### config.mk
export PLATFORM = sky130hd
export DESIGN_NAME = seq_divider_16by8
export DESIGN_NICKNAME = d
export VERILOG_FILES = /design/src/rtl/seq_divider_16by8.sv
export SDC_FILE = /design/constraint.sdc
export NUM_CORES = 1
export LEC_CHECK = 0
export BUFFER_PORTS_ARGS = -buffer_cell sky130_fd_sc_hd__buf_2
export CORE_MARGIN = 4
export CORE_UTILIZATION = 35
export CTS_CLUSTER_DIAMETER = 60
export DETAILED_ROUTE_END_ITERATION = 12
export MAX_ROUTING_LAYER = met4
export PLACE_DENSITY = 0.51
export SYNTH_ARGS = -nofsm -noshare
export SYNTH_HDL_FRONTEND = slang
export SYNTH_SLANG_ARGS = --single-unit
### constraint.sdc
create_clock -name clk -period 5.5 [get_ports clk]
set_clock_uncertainty 0.2 [all_clocks]
set_input_delay 0.825 -clock clk [delete_from_list [all_inputs] [get_ports clk]]
set_output_delay 0.825 -clock clk [all_outputs]
set_load 0.03 [all_outputs]
### src/rtl/seq_divider_16by8.sv
// seq_divider_16by8: restoring 16/8 unsigned divider, one quotient bit per clock with start/done_flag handshake
module seq_divider_16by8 (
  input  logic        clk,
  input  logic        reset_a,
  input  logic        start,
  input  logic [15:0] dataa,
  input  logic [7:0]  datab,
  output logic [15:0] quotient,
  output logic [7:0]  remainder,
  output logic        done_flag,
  output logic        busy,
  output logic        div_by_zero
);
  typedef enum logic {IDLE, CALC} state_t;
  state_t state, state_n;
  logic [15:0] dvd;
  logic [7:0]  dvs, pr, pr_n;
  logic [8:0]  shifted;
  logic [3:0]  count;
  logic        ge, last, accept;
  // dvd shifts dividend bits out the top and collects quotient bits at the bottom
  always_comb begin
    shifted = {pr, dvd[15]};
    ge      = shifted >= {1'b0, dvs};
    pr_n    = ge ? 8'(shifted - {1'b0, dvs}) : shifted[7:0];
    last    = count == 4'd15;
    accept  = state == IDLE && start;
    state_n = state == IDLE ? ((start && datab != 8'd0) ? CALC : IDLE) : (last ? IDLE : CALC);
  end
  always_ff @(posedge clk or posedge reset_a) begin
    if (reset_a) begin
      state       <= IDLE;
      dvd         <= '0;
      dvs         <= '0;
      pr          <= '0;
      count       <= '0;
      quotient    <= '0;
      remainder   <= '0;
      done_flag   <= 1'b0;
      busy        <= 1'b0;
      div_by_zero <= 1'b0;
    end else begin
      state     <= state_n;
      done_flag <= 1'b0;
      if (accept && datab == 8'd0) begin
        quotient    <= 16'hFFFF;
        remainder   <= dataa[7:0];
        div_by_zero <= 1'b1;
        done_flag   <= 1'b1;
      end else if (accept) begin
        dvd         <= dataa;
        dvs         <= datab;
        pr          <= '0;
        count       <= '0;
        busy        <= 1'b1;
        div_by_zero <= 1'b0;
      end else if (state == CALC) begin
        pr    <= pr_n;
        dvd   <= {dvd[14:0], ge};
        count <= count + 4'd1;
        if (last) begin
          quotient  <= {dvd[14:0], ge};
          remainder <= pr_n;
          done_flag <= 1'b1;
          busy      <= 1'b0;
        end
      end
    end
  end
endmodule

# Word-level counts from Yosys, hierarchy flattened
# Index checks and enable logic that the tools add are counted.
[op_classes] add_sub_neg=2 order_cmp=1 eq_ne=2 muxes=27 n_bitwise=2 n_reduce_logical=14
[ops] operator="$mux 16" count=6
[ops] operator="$mux 8" count=7
[ops] operator="$mux 1" count=12
[ops] operator="$reduce_bool 2->1" count=5
[ops] operator="$ge 9x8->1" count=1
[ops] operator="$logic_not 8->1" count=1
[ops] operator="$mux 4" count=2
[ops] operator="$reduce_bool 8->1" count=1
[ops] operator="$sub 8x8->8" count=1
[ops] operator="$reduce_and 3->1" count=2
[ops] operator="$add 4x1->4 const B" count=1
[ops] operator="$eq 4x4->1 const B" count=1
[ops] operator="$reduce_and 2->1" count=2
[ops] operator="$logic_and 1x1->1" count=3
[ops] operator="$ne 2x1->1 const B" count=1
[ops] operator="$not 1->1" count=2
[word_totals] ff_bits=64 input_bits=27 output_inout_bits=27

# Logic depth before layout (Yosys ltp)
[depth] depth_word=6 ltp_mapped=9 depth_no_buf=9

# Worst setup path after synthesis
# OpenSTA, ideal clock, no wires.
[synth_path] path_kind="in2reg" start="in datab[7]" end="reg remainder[7]" setup_ps=133 arrival_time_ps=1946 required_ps=5167 slack_ps=3220 stages=5 path_buffers=0 cell_sequence="nor4_1 nand3_1 and3_1 a311oi_1 o31ai_1"
[synth_via] elab_chain_len=4
[synth_rtl] item="from (decl)" line_no="7" text="input logic [7:0] datab,"
[synth_rtl] item="$logic_not 8->1 *" line_no="45" text="if (accept && datab == 8'd0) begin"
[synth_rtl] item="$logic_and 1x1->1 *" line_no="45"
[synth_rtl] item="$ne 2x1->1 (no line) or $reduce_bool 2->1 (tied branches)"
[synth_rtl] item="$reduce_and 3->1 (no line)"
[synth_rtl] item="to (signal assigned)" line_no="47" text="remainder <= dataa[7:0];"
[synth_rtl] item="to (signal assigned)" line_no="63" text="remainder <= pr_n;"
[synth_rtl] item="to (decl)" line_no="9" text="output logic [7:0] remainder,"
# Every way passes the cells marked *; elsewhere a longest branch is shown, timed or not.
# A chain may end at the register's enable or synchronous reset.

# Final worst setup path
[layout_path] start="reg dvd[15]" end="reg remainder[6]"
[layout_via] elab_chain_len=6
[layout_rtl] item="from (decl)" line_no="16" text="logic [15:0] dvd;"
[layout_rtl] item="from (signal assigned)" line_no="51" text="dvd <= dataa;"
[layout_rtl] item="from (signal assigned)" line_no="59" text="dvd <= {dvd[14:0], ge};"
[layout_rtl] item="$sub 8x8->8 or $ge 9x8->1 (tied branches)" line_no="25, 24"
[layout_rtl] item="$mux 8 *" line_no="25" text="pr_n = ge ? 8'(shifted - {1'b0, dvs}) : shifted[7:0];"
[layout_rtl] item="$mux 8 *" line_no="61" text="if (last) begin"
[layout_rtl] item="$mux 8 *" line_no="57" text="end else if (state == CALC) begin"
[layout_rtl] item="$mux 8 *" line_no="50" text="end else if (accept) begin"
[layout_rtl] item="$mux 8 *" line_no="45"
# Every way passes the cells marked *; elsewhere a longest branch is shown, timed or not. The select of a mux whose other input is x is not followed.

==> results.ini <==
[outcome]
outcome=finished clean

[floorplanning]
ioPinCount=54
dieArea_um2=10470
die_h_um=102.3
start_util_pct=35.87
coreArea_um2=8678
die_x_um=102.3
rows=34

[placement]
dp_slack_ps=2707
placed_cells=449
gp_congestion=0.8068
dp_hpwl_um=5386
portBuffers=53

[worst_hold_path]
min_delay_path_depth=2
hold_path_end=dvd[15]
hp-start=dvd[15]
holdCritPathClass=register to register

[cts]
holdBufCountCts=0
clkLatencyLatePin_ps=340
cts.sinks=64
post_cts_resized=0
cts_buffers=9
root_buffer=clkbuf_8
cts_tree=built
path_clk_slew_ps=80
cts_max_level=3
post_cts_buffers=0
cts.path.max_buffers=2

[synthesis]
yosysUniqueCellTypes=51
yosysSeqAreaShare_pct=51.45
yosys_warnings=0
ys_seq_elements=64
synth_ff_type=dfrtp_1
syn_inst=300
syn-num-nets=337
ys_async_sr_fraction_pct=100.0
synth.avg_cell_area_um2=10.38
synth_area_um2=3113
synth-edff-count=0

[timing]
setup_violations=0
fin_crit_sh_pct=48.84
max_freq_mhz=372.3
rsz0062_at_grt=false
worst_slack_ps=2814
timing.setup.tns_ps=0
finalHoldViolations=0
slew_violations=0
period_minus_slack_ps=2686
slew-limit-headroom_pct=44.53
tightest_slew_ps=832.0

[setup_path]
cp.arrival_ps=2680
startpoint_type=register
crit_family=compound AO/OA/AOI/OAI gates
crit_type=register to register
crit_path_top_delay_cell=o311ai_0
reg2reg_to=remainder[6]
crit_path_end_kind=register
critical_path.cell_chain=inv_1 > ha_1 > inv_1 > fa_1 > a211oi_1 > o41ai_1 > o311ai_0 > nand3_1
r2r_cells=8
rrSetupSlack_ps=2810
worstPathRequired_ps=5490
worstPathMaxFanout=3
crit_top_cell=inv_1
cp_num_buf_inv=2
slowest_delay_ps=470
r2r-start=dvd[15]

[final_layout]
area_growth_pct=18.97
fin_nets=389
final_cell_mix=64 x dfrtp_1, 53 x buf_2, 39 x nand2_1, 35 x o21ai_0, 20 x mux2i_1
final_common_cell=dfrtp_1
instances_no_fill=465
antenna_cells=0
drive_gt1_share_pct=22.97

[grt]
grt_pass1_vias=2382
grt_util_all_layers_pct=16.25
antenna_found_initial=0
grt_pass1_wl_um=12720
grt_max_degree=65
overflow=0

[run]
cap_violations=0

[route]
wl_per_cell_um=16.68
drtIter0Drc=113
vias_per_cell=5.247
vias=2440
totalWireLength_um=7757
drcViolationCount=0
drt_first_pass_iters=4
ant_nets=0

[pwr]
p_int_mw=1.522
pwr-share-seq_pct=32.4
switching_share_pct=44.07
max-vdd-ir-drop_mv=0.2139
power_leakage_nw=1.635
clockPowerShare_pct=17.7
p_per_area_nw_per_um2=734.5
p_sw_mw=1.199
p_comb_share_pct=49.9

[worst max-delay path by stage]
stage / startpoint / to / cells past startpoint
finish: dvd[15] / remainder[6] / 8
global route: dvd[15] / remainder[6] / 8
CTS: dvd[15] / remainder[6] / 8
detailed placement: start / remainder[7] / 7
global placement: datab[4] / remainder[7] / 6
floorplan: reset_a / busy / 1
[registers in the layout, summed over array words and instances, names as in the netlist]
signal	count
busy	1
dvs	8
div_by_zero	1
pr	8
remainder	8
dvd	16
state	1
quotient	16
count	4
done_flag	1
[layout make-up]
type,count,area (um2)
Clock buffer,11,151.4
Multi-Input combinational cell,207,1385
Sequential cell,64,1602
Inverter,13,48.80
Timing Repair Buffer,57,295.3
Tap cell,108,135.1
Fill cell,868,4975
Clock inverter,5,86.33
[power groups by stage]
stage / combinational (mW) / clock [mW] / sequential, mW
floorplan: 0.862 / 0 / 1.04
global placement: 1.35 / 0 / 0.889
detailed placement: 1.36 / 0 / 0.891
CTS: 1.37 / 0.491 / 0.883
global route: 1.53 / 0.517 / 0.915
finish: 1.36 / 0.482 / 0.882
[per-stage QoR]
stage          utilization, %  area [um2]  hold slack, ps  total power, mW
2_1_floorplan               -        3113           248.5            1.903
3_3_place_gp            39.94        3466           265.5            2.235
3_5_place_dp            39.94        3466           275.7            2.255
4_1_cts                 42.68        3704           293.4            2.748
5_1_grt                 42.68        3704           314.3            2.962
6_report                42.68        3704           288.1            2.720
[cell usage after synthesis (2+ instances only)]
cell | n | area [um2]
o311ai_0 | 2 | 17.52
dfrtp_1 | 64 | 1602
mux2i_1 | 20 | 200.2
and4_1 | 2 | 17.52
clkbuf_1 | 7 | 26.28
a22o_1 | 2 | 17.52
nor2_1 | 15 | 56.30
nor4_1 | 2 | 12.51
nand2_1 | 39 | 146.4
o21ai_0 | 35 | 175.2
a32oi_1 | 2 | 17.52
and3_1 | 8 | 50.05
nand4_1 | 2 | 12.51
buf_2 | 7 | 35.03
ha_1 | 9 | 112.6
and2_1 | 2 | 12.51
xor2_1 | 3 | 26.28
a21oi_1 | 9 | 45.04
nand3_1 | 6 | 30.03
nand2_2 | 2 | 12.51
nand2b_1 | 2 | 12.51
inv_1 | 13 | 48.80
o22a_1 | 15 | 131.4
xnor2_1 | 2 | 17.52
o31ai_1 | 2 | 15.01
a221o_1 | 2 | 20.02
nor2b_1 | 2 | 12.51
[per-layer routing]
layer	up-vias	track usage [%]	wire length [um]
li1	1185	-	-
met1	1198	24.10	4002
met2	48	22.64	3382
met3	9	2.321	280
met4	0	5.449	91
met5	-	-	0
[tightest hold or removal path: stages (launching register included)]
cell	delay, ps
dfrtp_1	350
nand2_1	50
o21ai_0	60
[cell families after synthesis]
group                    synth area share [%]
AO/OA/AOI/OAI                           19.25
AND/OR/NAND/NOR                         13.06
XOR/XNOR                                1.407
adder cells (fa/ha/maj)                 4.261
flip-flops                              51.45
multiplexers                            6.431
buffers and inverters                   4.140
Note: power is estimated with default switching activity, not from simulation.
